## src/rtl/lsu_mem_port.sv

```systemverilog
// Load/store port: turns one decoded LDR/STR into a valid/ready memory request.
// Latency: request sampled in IDLE -> REQUESTING -> WAITING (+memory wait) -> DONE.
// Backpressure: valid holds with stable address/data until the matching ready or timeout.
module lsu_mem_port #(
   parameter int ADDR_BITS      = 8,
   parameter int DATA_BITS      = 8,
   parameter int TIMEOUT_CYCLES = 255
) (
   input  logic                 clk,
   input  logic                 reset,
   input  logic                 enable,
   input  logic [2:0]           core_state,
   input  logic                 decoded_mem_read_enable,
   input  logic                 decoded_mem_write_enable,
   input  logic [DATA_BITS-1:0] rs,
   input  logic [DATA_BITS-1:0] rt,
   output logic                 mem_read_valid,
   output logic [ADDR_BITS-1:0] mem_read_address,
   input  logic                 mem_read_ready,
   input  logic [DATA_BITS-1:0] mem_read_data,
   output logic                 mem_write_valid,
   output logic [ADDR_BITS-1:0] mem_write_address,
   output logic [DATA_BITS-1:0] mem_write_data,
   input  logic                 mem_write_ready,
   output logic [1:0]           lsu_state,
   output logic [DATA_BITS-1:0] lsu_out,
   output logic                 lsu_error
);

   localparam logic [2:0] CORE_REQUEST = 3'b011;
   localparam logic [2:0] CORE_UPDATE  = 3'b110;
   localparam logic [7:0] TIMEOUT_LIM  = 8'(TIMEOUT_CYCLES);
   // Bits of rs that land in the address; the rest are zero-filled or dropped.
   localparam int CW = (ADDR_BITS < DATA_BITS) ? ADDR_BITS : DATA_BITS;

   typedef enum logic [1:0] {
      IDLE       = 2'd0,
      REQUESTING = 2'd1,
      WAITING    = 2'd2,
      DONE       = 2'd3
   } state_e;

   state_e               state_q, state_d;
   logic                 op_rd_q, op_rd_d;
   logic [ADDR_BITS-1:0] addr_q, addr_d;
   logic [DATA_BITS-1:0] wdata_q, wdata_d;
   logic                 rd_vld_q, rd_vld_d;
   logic                 wr_vld_q, wr_vld_d;
   logic [DATA_BITS-1:0] out_q, out_d;
   logic                 err_q, err_d;
   logic [7:0]           cnt_q, cnt_d;
   logic [ADDR_BITS-1:0] rs_addr;
   logic                 new_req;

   // Address operand resized to the memory address width.
   always_comb begin
      rs_addr         = '0;
      rs_addr[CW-1:0] = rs[CW-1:0];
   end

   // Next-state and registered-output computation for the four-state FSM.
   always_comb begin
      state_d  = state_q;
      op_rd_d  = op_rd_q;
      addr_d   = addr_q;
      wdata_d  = wdata_q;
      rd_vld_d = rd_vld_q;
      wr_vld_d = wr_vld_q;
      out_d    = out_q;
      err_d    = err_q;
      cnt_d    = cnt_q;
      new_req  = enable && (core_state == CORE_REQUEST) &&
                 (decoded_mem_read_enable || decoded_mem_write_enable);
      case (state_q)
         IDLE: begin
            if (new_req) begin
               // A simultaneous read and write decode is treated as a load.
               op_rd_d = decoded_mem_read_enable;
               addr_d  = rs_addr;
               wdata_d = rt;
               state_d = REQUESTING;
            end
         end
         REQUESTING: begin
            rd_vld_d = op_rd_q;
            wr_vld_d = !op_rd_q;
            cnt_d    = '0;
            err_d    = 1'b0;
            state_d  = WAITING;
         end
         WAITING: begin
            // Completion is checked before timeout so a ready on the last cycle wins.
            if (op_rd_q && mem_read_ready) begin
               rd_vld_d = 1'b0;
               out_d    = mem_read_data;
               state_d  = DONE;
            end else if (!op_rd_q && mem_write_ready) begin
               wr_vld_d = 1'b0;
               state_d  = DONE;
            end else begin
               cnt_d = cnt_q + 8'd1;
               if (cnt_q + 8'd1 == TIMEOUT_LIM) begin
                  rd_vld_d = 1'b0;
                  wr_vld_d = 1'b0;
                  err_d    = 1'b1;
                  state_d  = DONE;
               end
            end
         end
         DONE: begin
            if (core_state == CORE_UPDATE) begin
               state_d = IDLE;
            end
         end
         default: state_d = IDLE;
      endcase
   end

   // State and output registers; reset clears everything asynchronously.
   always_ff @(posedge clk or negedge reset) begin
      if (!reset) begin
         state_q  <= IDLE;
         op_rd_q  <= 1'b0;
         addr_q   <= '0;
         wdata_q  <= '0;
         rd_vld_q <= 1'b0;
         wr_vld_q <= 1'b0;
         out_q    <= '0;
         err_q    <= 1'b0;
         cnt_q    <= '0;
      end else begin
         state_q  <= state_d;
         op_rd_q  <= op_rd_d;
         addr_q   <= addr_d;
         wdata_q  <= wdata_d;
         rd_vld_q <= rd_vld_d;
         wr_vld_q <= wr_vld_d;
         out_q    <= out_d;
         err_q    <= err_d;
         cnt_q    <= cnt_d;
      end
   end

   assign mem_read_valid    = rd_vld_q;
   assign mem_read_address  = addr_q;
   assign mem_write_valid   = wr_vld_q;
   assign mem_write_address = addr_q;
   assign mem_write_data    = wdata_q;
   assign lsu_state         = state_q;
   assign lsu_out           = out_q;
   assign lsu_error         = err_q;

endmodule

```

## config.mk

```make
export PLATFORM = sky130hd
export DESIGN_NAME = lsu_mem_port
export DESIGN_NICKNAME = d
export VERILOG_FILES = /design/src/rtl/lsu_mem_port.sv
export SDC_FILE = /design/constraint.sdc
export NUM_CORES = 1
export LEC_CHECK = 0
export ABC_CLOCK_PERIOD_IN_PS = 5400
export BUFFER_PORTS_ARGS = -buffer_cell sky130_fd_sc_hd__buf_2
export CAP_MARGIN = 15
export CORE_MARGIN = 2
export CORE_UTILIZATION = 53
export DETAILED_ROUTE_END_ITERATION = 12
export HOLD_SLACK_MARGIN = 0.05
export PLACE_DENSITY = 0.92
export REMOVE_ABC_BUFFERS = 1
export SETUP_SLACK_MARGIN = 0.2
export SLEW_MARGIN = 20
export SYNTH_ARGS = -nofsm -noshare
export SYNTH_HDL_FRONTEND = slang
export SYNTH_SLANG_ARGS = --single-unit
```

## constraint.sdc

```tcl
create_clock -name clk -period 5.4 [get_ports clk]
set_input_delay 0.27 -clock clk [delete_from_list [all_inputs] [get_ports clk]]
set_output_delay 0.27 -clock clk [all_outputs]
set_load 0.02 [all_outputs]
```

# --- Yosys cells after proc, flatten, opt, wreduce, memory -nomap -nowiden ---
# Cells that the tools add are included.
word_totals:
  reg_bits: 38
  input_bits: 34
  output_inout_bits: 37
op_classes:
  addsub: 1
  eq_ne: 15
  mux: 20
  reduce_logical: 15
ops:
  columns: ["op", "count"]
  rows:
  - ["$mux 8", 2]
  - ["$pmux 8 s2", 1]
  - ["$reduce_and 3->1", 4]
  - ["$mux 2", 5]
  - ["$ne 2x2->1 const B", 5]
  - ["$ne 3x3->1 const B", 3]
  - ["$add 8x1->8 const B", 1]
  - ["$eq 8x8->1 const B", 1]
  - ["$mux 1", 8]
  - ["$pmux 2 s4", 1]
  - ["$pmux 1 s2", 3]
  - ["$eq 2x2->1 const B", 2]
  - ["$logic_and 1x1->1", 4]
  - ["$ne 4x4->1 const B", 1]
  - ["$reduce_and 2->1", 2]
  - ["$reduce_and 4->1", 1]
  - ["$eq 3x2->1 const B", 1]
  - ["$eq 3x3->1 const B", 1]
  - ["$eq 2x1->1 const B", 1]
  - ["$logic_not 2->1", 1]
  - ["$reduce_bool 2->1", 1]
  - ["$logic_not 1->1", 1]
  - ["$logic_or 1x1->1", 1]

# --- Longest topological paths before layout ---
# Gate-level depths: netlist of run 1.
logic_depth:
  depth_word: 6
  depth_mapped: 9
  mapped_depth_nobuf: 8

# --- Least setup slack after synthesis of run 1 ---
# OpenSTA, ideal clock, no wires.
synth_path:
  path_kind: "register to register"
  start: "register cnt_q[1]"
  end: "register state_q[1] (netlist: lsu_state[1])"
  arrival_ps: 1977
  t_required_ps: 5272
  setup_slack_ps: 3295
  path_stages_with_launch: 8
  n_path_buf: 0
  path_cell_list: "dfrtp_1 ha_1 nand3_2 or3b_1 nand3_2 o2111ai_2 a41oi_2 mux2_1"
synth_between:
  elab_chain_cells: 4
synth_rtl:
  columns: ["item", "line", "source"]
  rows:
  - ["start, declared", "51", "logic [7:0] cnt_q, cnt_d;"]
  - ["start signal, assigned", "140", "cnt_q <= cnt_d;"]
  - ["$add 8x1->8", "102", "if (cnt_q + 8'd1 == TIMEOUT_LIM) begin"]
  - ["$eq 8x8->1", "102", null]
  - ["$ne 4x4->1 (no line)", null, null]
  - ["$reduce_and 3->1 (no line)", null, null]
  - ["end signal, assigned", "132", "state_q <= state_d;"]
  - ["end, declared", "43", "state_e state_q, state_d;"]
# Every way passes these cells.
# A chain may end at the register's enable or synchronous reset.

# --- Worst setup path after layout of run 1 ---
layout_path:
  start: "register cnt_q[0]"
  end: "register state_q[1] (netlist: lsu_state[1])"
# Same word-level chain as after synthesis.

==> results of run 1 <==
-- synth_stat cells, drive strengths merged (2+ instances only) --
library cell,n
dfrtp,38
clkbuf,3
nand2,19
nand4,3
nand4b,4
nand2b,2
buf,11
o21ai,8
nor3,5
nor2,2
a22o,2
mux2,26
inv,5
a21oi,5
ha,7
a21o,3
nand3,5
nor3b,3
-- state kept, by name (all words and copies together) (netlist names) --
name              flops
cnt_q                 8
lsu_error             1
mem_read_valid        1
mem_read_address      8
mem_write_data        8
lsu_out               8
lsu_state             2
mem_write_valid       1
op_rd_q               1
-- through the flow --
stage               area [sq um]  total power [mW]  setup WS [ns]
finish                      2316             1.195          3.018
global route                2316             1.272          2.900
CTS                         2316             1.202          3.036
detailed placement          2242             1.044          3.057
global placement            2242             1.009          3.167
floorplan                   1827            0.8295          3.279
-- cell type report --
cell class	count	share of cell area (%)
clock buffers	6	2.215
clock inverters	2	0.5402
inverters	5	0.8104
multi-input cells	109	37.01
flip-flops and latches	38	41.06
well taps	46	2.485
repair buffers	72	15.88
-- kinds of logic (layout without fill, tap and decap cells) --
family / Yosys count / after routing / synth area share [%]
xor gates and xnor gates: 1 / 1 / 0.4579
buffers and inverters: 19 / 85 / 5.494
DFF: 38 / 38 / 49.71
muxes: 27 / 27 / 15.83
and+or+nand+nor: 47 / 47 / 13.87
AOI/OAI and AO/OA: 27 / 27 / 10.07
adders and majority gates: 7 / 7 / 4.578
-- worst paths after layout --
| check | from | cells past startpoint | slack (ns) | to |
|---|---|---|---|---|
| max | cnt_q[0]$_DFFE_PN0P_ | 7 | 3.02 | lsu_state[1]$_DFFE_PN0P_ |
| min | rt[5] | 2 | 0.14 | mem_write_data[5]$_DFFE_PN0P_ |
| max reg2reg | cnt_q[0]$_DFFE_PN0P_ | 7 | 3.02 | lsu_state[1]$_DFFE_PN0P_ |
| min reg2reg | mem_write_data[5]$_DFFE_PN0P_ | 1 | 0.50 | mem_write_data[5]$_DFFE_PN0P_ |
| max in group asynchronous | reset | 2 | 4.34 | mem_write_data[7]$_DFFE_PN0P_ |
| min in group asynchronous | reset | 2 | 0.53 | cnt_q[2]$_DFFE_PN0P_ |
-- cell usage in the layout (no fill, tap or decap), types with 2 or more instances in the layout --
cell type and n:
o21ai_0 8, nand4_1 3, inv_1 5, dfrtp_1 38, mux2_2 14, nand3_1 3
a21o_1 3, nand3_2 2, a21oi_1 5, ha_1 7, buf_2 70, nor2_1 2
nor3b_1 2, nand4b_1 4, nor3_1 5, nand2b_1 2, mux2_1 12, a22o_1 2
nand2_1 19, clkbuf_4 5
-- power by group through the flow --
stage / sequential, mW / combinational [mW] / clock [mW]
final: 0.465 / 0.571 / 0.158
after global routing: 0.480 / 0.620 / 0.173
after CTS: 0.465 / 0.577 / 0.160
after detailed placement: 0.469 / 0.575 / 0
after global placement: 0.460 / 0.549 / 0
after floorplan: 0.610 / 0.219 / 0
-- routing by layer --
layer	vias up	track usage (%)	wire, um
met5	-	0	0
met4	0	7.880	71
met3	8	8.099	403
met2	73	34.51	2064
met1	725	27.90	1715
li1	724	-	-
-- what timing repair did --
| item | CTS | global route |
|---|---|---|
| hold buffers | 1 | 0 |
| endpoints found under the hold margin | 38 | 0 |
| buffers inserted | 0 | 0 |
-- critical path, delay by kind of cell, from the launching register on --
kind                       cells  cell delay, ns
and+or+nand+nor                3            0.64
AOI/OAI and AO/OA              2            0.49
DFF                            1            0.46
muxes                          1            0.35
adders and majority gates      1            0.33
==> flow_summary.yaml, run 1 <==
timing:
  finalSetupTns_ns: 0
  setup_viol: 0
  fin_crit_sh_pct: 44.12
  max_freq_ghz: 0.4198
  finalMaxSlewViolations: 0
  worst_pin_slew_ns: 0.8107
  clock-skew-final_ns: 0.009117
  period_minus_slack_ns: 2.382
  max_slew_margin_pct: 45.96
  hold_ws_ns: 0.1367
  hold_viol_final: 0
  grt_setup_unrepaired: "false"
finish:
  regArea_sq_um: 950.9
  diodes: 0
  syn_to_final_growth_pct: 21.06
  multi_input_area_sq_um: 857.1
  fillCellCount: 244
  final_core_util_pct: 68.33
  final_net_count: 272
  drive_gt1_share_pct: 42.24
  instances_no_fill: 278
power:
  p_int_uw: 662.1
  pwr-share-comb_pct: 47.8
  clkPwrFrac_pct: 13.2
  p_seq_share_pct: 39.0
  power.leakage_nw: 1.185
  switching_share_pct: 44.58
  switchingPower_uw: 532.5
  p_per_area_mw_per_mm2: 515.8
  ir_drop_mv: 0.3436
synth:
  ys_seq_area_share_pct: 49.71
  synth_flop_cell: "dfrtp_1"
  avgSynthCellArea_sq_um: 11.52
  yosysTopAreaCellShare_pct: 49.71
  yosysWarnings: 0
  ys_ff_latch: 38
  synth_cell_types: 37
  async_flop_share_pct: 100.0
  syn-cell-area_sq_mm: 0.001913
  synth-edff-count: 0
  ys_top_cells_by_area: "dfrtp_1 50%, mux2_2 8.2%, mux2_1 7.1%, ha_1 4.6%, nand2_1 3.7%"
  syn_inst: 166
  synth_top_area_cell: "dfrtp_1"
worst_setup_path:
  crit_type: "flip-flop to flip-flop"
  required_ns: 5.64
  slowest_delay_ns: 0.46
  arrival_ns: 2.62
  path_cells: "ha_1, nand3_2, or3b_1, nand3_2, o2111ai_2, a41oi_2, mux2_1"
  critPathLaunchType: "flip-flop"
  path_common_cell: "nand3_2"
  slowest_stage: "dfrtp_1"
  cp_max_fo: 8
  worst_setup_path_end_kind: "flip-flop"
place:
  io_buffers: 70
  place.gp.congestion: 0.8747
  dp_cells: 269
  dp_hpwl_mm: 3.173
cts:
  h-tree-depth: 2
  cts.clk_slew.worst_paths_ns: 0.12
  cts_tree: "done"
  ctsResizeCount: 0
  cts.path.max_buffers: 2
  cts_buffers: 5
  clk_latency_ns: 0.35
  root_buffer: "clkbuf_4"
  clkSinkCount: 38
drt:
  drt-vias-per-instance: 5.504
  drc: 0
  vias: 1530
  ant_nets: 0
  firstDrtPassIters: 4
  wl_per_cell_um: 15.31
  drt_iter0_drc: 162
  routed_wl_mm: 4.255
floorplanning:
  pin_count: 71
  dieArea_sq_mm: 0.004106
  fp.dieH_um: 64.08
  fp.dieW_um: 64.08
  coreArea_sq_mm: 0.003390
  num_rows: 21
  floorplan.initialDensity_pct: 56.44
global_routing:
  grt_usage_pct: 21.99
  grt_pass1_wl_mm: 6.858
  gr-total-overflow: 0
  grt_pass1_vias: 1480
  grt_max_degree: 39
  antenna_found_initial: 0
status:
  status: "complete, no violations"
worst_hold_path:
  min-delay-path-class: "input port to flip-flop"
flow_run:
  cap_violations: 0
Note: power is estimated with default switching activity, not from simulation.
==> run 2: changes to the inputs <==
--- a/config.mk
+++ b/config.mk
@@ -5,14 +5,14 @@
 export SDC_FILE = /design/constraint.sdc
 export NUM_CORES = 1
 export LEC_CHECK = 0
-export ABC_CLOCK_PERIOD_IN_PS = 5400
+export ABC_CLOCK_PERIOD_IN_PS = 2000
 export BUFFER_PORTS_ARGS = -buffer_cell sky130_fd_sc_hd__buf_2
 export CAP_MARGIN = 15
 export CORE_MARGIN = 2
-export CORE_UTILIZATION = 53
+export CORE_UTILIZATION = 44
 export DETAILED_ROUTE_END_ITERATION = 12
 export HOLD_SLACK_MARGIN = 0.05
-export PLACE_DENSITY = 0.92
+export PLACE_DENSITY = 0.82
 export REMOVE_ABC_BUFFERS = 1
 export SETUP_SLACK_MARGIN = 0.2
 export SLEW_MARGIN = 20
==> constraint.sdc (replaced) <==
create_clock -name clk -period 2 [get_ports clk]
set_input_delay 0.1 -clock clk [delete_from_list [all_inputs] [get_ports clk]]
set_output_delay 0.1 -clock clk [all_outputs]
set_load 0.02 [all_outputs]
==> run 2 against run 1 <==
Compared with the run above: the run now ends with setup timing left; clock-buffer cell count stayed put; critical endpoint unchanged; maximum frequency increased by 17%; highest routed layer unchanged; core utilization rose by 1.1 points; largest cell class unchanged.
==> flow_summary.yaml, run 2 (same netlist as run 1, synthesis figures left out) <==
place:
  dp_hpwl_mm: 3.067
  io_buffers: 70
  dp_worst_setup_slack_ns: -0.04237
  placed_area_sq_mm: 0.002337
  place.gp.congestion: 0.8823
cts:
  cts.clk_slew.worst_paths_ns: 0.08
  cts_tree: "done"
  cts.path.max_buffers: 2
  clk_latency_ns: 0.30
  clkSinkCount: 38
  h-tree-depth: 2
  root_buffer: "clkbuf_8"
  cts_buffers: 5
global_routing:
  grt_max_degree: 39
  grt_pass1_vias: 1885
  grt_usage_pct: 24.29
  grt_pass1_wl_mm: 9.280
  antenna_found_initial: 0
  gr-total-overflow: 0
power:
  ir_drop_mv: 0.9835
  power.leakage_nw: 1.414
  p_per_area_mw_per_mm2: 1357
finish:
  regArea_sq_um: 952.2
  fillCellCount: 258
  final_core_util_pct: 69.47
  diodes: 0
  most-common-layout-cells: "70 x buf_2, 37 x dfrtp_1, 25 x dlygate4sd3_1"
  final_area_sq_mm: 0.002839
  final_net_count: 317
  drive_gt1_share_pct: 48.38
  syn_to_final_growth_pct: 48.40
  multi_input_area_sq_um: 929.6
  final_common_cell: "buf_2"
drt:
  wl_per_cell_um: 17.57
  firstDrtPassIters: 4
  drt_iter0_drc: 79
  drt-vias-per-instance: 5.453
  ant_nets: 0
  vias: 1783
  drc: 0
  routed_wl_mm: 5.747
timing:
  max_slew_margin_pct: 45.68
  grt_setup_unrepaired: "true"
  period_minus_slack_ns: 2.041
  hold_viol_final: 0
  finalMaxSlewViolations: 0
  setup_viol: 1
  clock-skew-final_ns: 0.006720
  hold_ws_ns: 0.07797
  fin_crit_sh_pct: 102.1
  worst_slack_ns: -0.04101
  max_freq_ghz: 0.4900
  worst_pin_slew_ns: 0.8147
floorplanning:
  floorplan.initialDensity_pct: 46.82
  fp.dieH_um: 69.94
  dieArea_sq_mm: 0.004892
  num_rows: 23
  fp.dieW_um: 69.94
  coreArea_sq_mm: 0.004086
  pin_count: 71
worst_setup_path:
  path_cells: "ha_4, buf_6, or2b_1, o22ai_2, o2111ai_2, a41oi_2, mux2_4"
  required_ns: 2.18
  slowest_delay_ns: 0.42
  critPathLaunchType: "flip-flop"
  critPathBufInv: 1
  reg2reg_from: "cnt_q[1]$_DFFE_PN0P_"
  crit_type: "flip-flop to flip-flop"
  slowest_stage: "dfrtp_1"
  cp_max_fo: 4
  startpoint: "cnt_q[1]$_DFFE_PN0P_"
  worst_setup_path_end_kind: "flip-flop"
  cp_top_family: "compound AO/OA/AOI/OAI gates"
  arrival_ns: 2.22
status:
  violations: "setup timing"
  status: "complete, but fails checks"
worst_hold_path:
  hp-start: "mem_read_data[2]"
  min-delay-path-class: "input port to flip-flop"
flow_run:
  cap_violations: 0
==> run 2: power by group <==
group	internal [mW]	switching (mW)	total [mW]
Clock	0.284	0.296	0.580
Combinational	0.833	1.17	2.00
Sequential	1.05	0.215	1.27
Total	2.17	1.68	3.85
==> run 2: per-stage QoR <==
stage	total power, mW	setup TNS, ns	std cells
2_1_floorplan	2.240	-0.5991	152
3_3_place_gp	2.888	0	285
3_5_place_dp	2.929	-0.04237	285
4_1_cts	3.617	0	323
5_1_grt	4.065	-0.1535	327
6_report	3.852	-0.04101	327
==> run 2: area by class of cell <==
cell class                 instances  share of cell area [%]
sequential                        38                   33.54
multi-input combinational        109                   32.75
timing repair buffer             117                   27.37
clock buffer                       6                   2.909
tap                               50                   2.204
inverter                           5                  0.6611
clock inverter                     2                  0.5729
==> run 2: path summary, 6_finish.rpt <==
kind,depth (start not counted),end,slack (ns)
min in group asynchronous,2,mem_read_address[3]$_DFFE_PN0P_,0.44
max reg2reg,7,lsu_state[1]$_DFFE_PN0P_,-0.04
max,7,lsu_state[1]$_DFFE_PN0P_,-0.04
max in group asynchronous,2,lsu_state[0]$_DFFE_PN0P_,0.99
min,2,lsu_out[2]$_DFFE_PN0P_,0.08
min reg2reg,1,mem_write_data[5]$_DFFE_PN0P_,0.49
==> run 2: repair_timing <==
| action | in CTS | in global routing |
|---|---|---|
| gates resized for setup | 7 | 14 |
| setup buffers | 5 | 4 |
| setup endpoints to repair | 3 | 22 |
| pin swaps | 6 | 9 |
| endpoints found under the hold margin | 62 | 0 |
| hold buffers | 25 | 0 |
==> run 2: metal layers <==
metal  routed length (um)  share of wire [%]  track usage [%]
met5                    0                  0                0
met4                  265                4.6            11.54
met3                  436                7.6            5.916
met2                 2805                 49            40.95
met1                 2240                 39            29.08
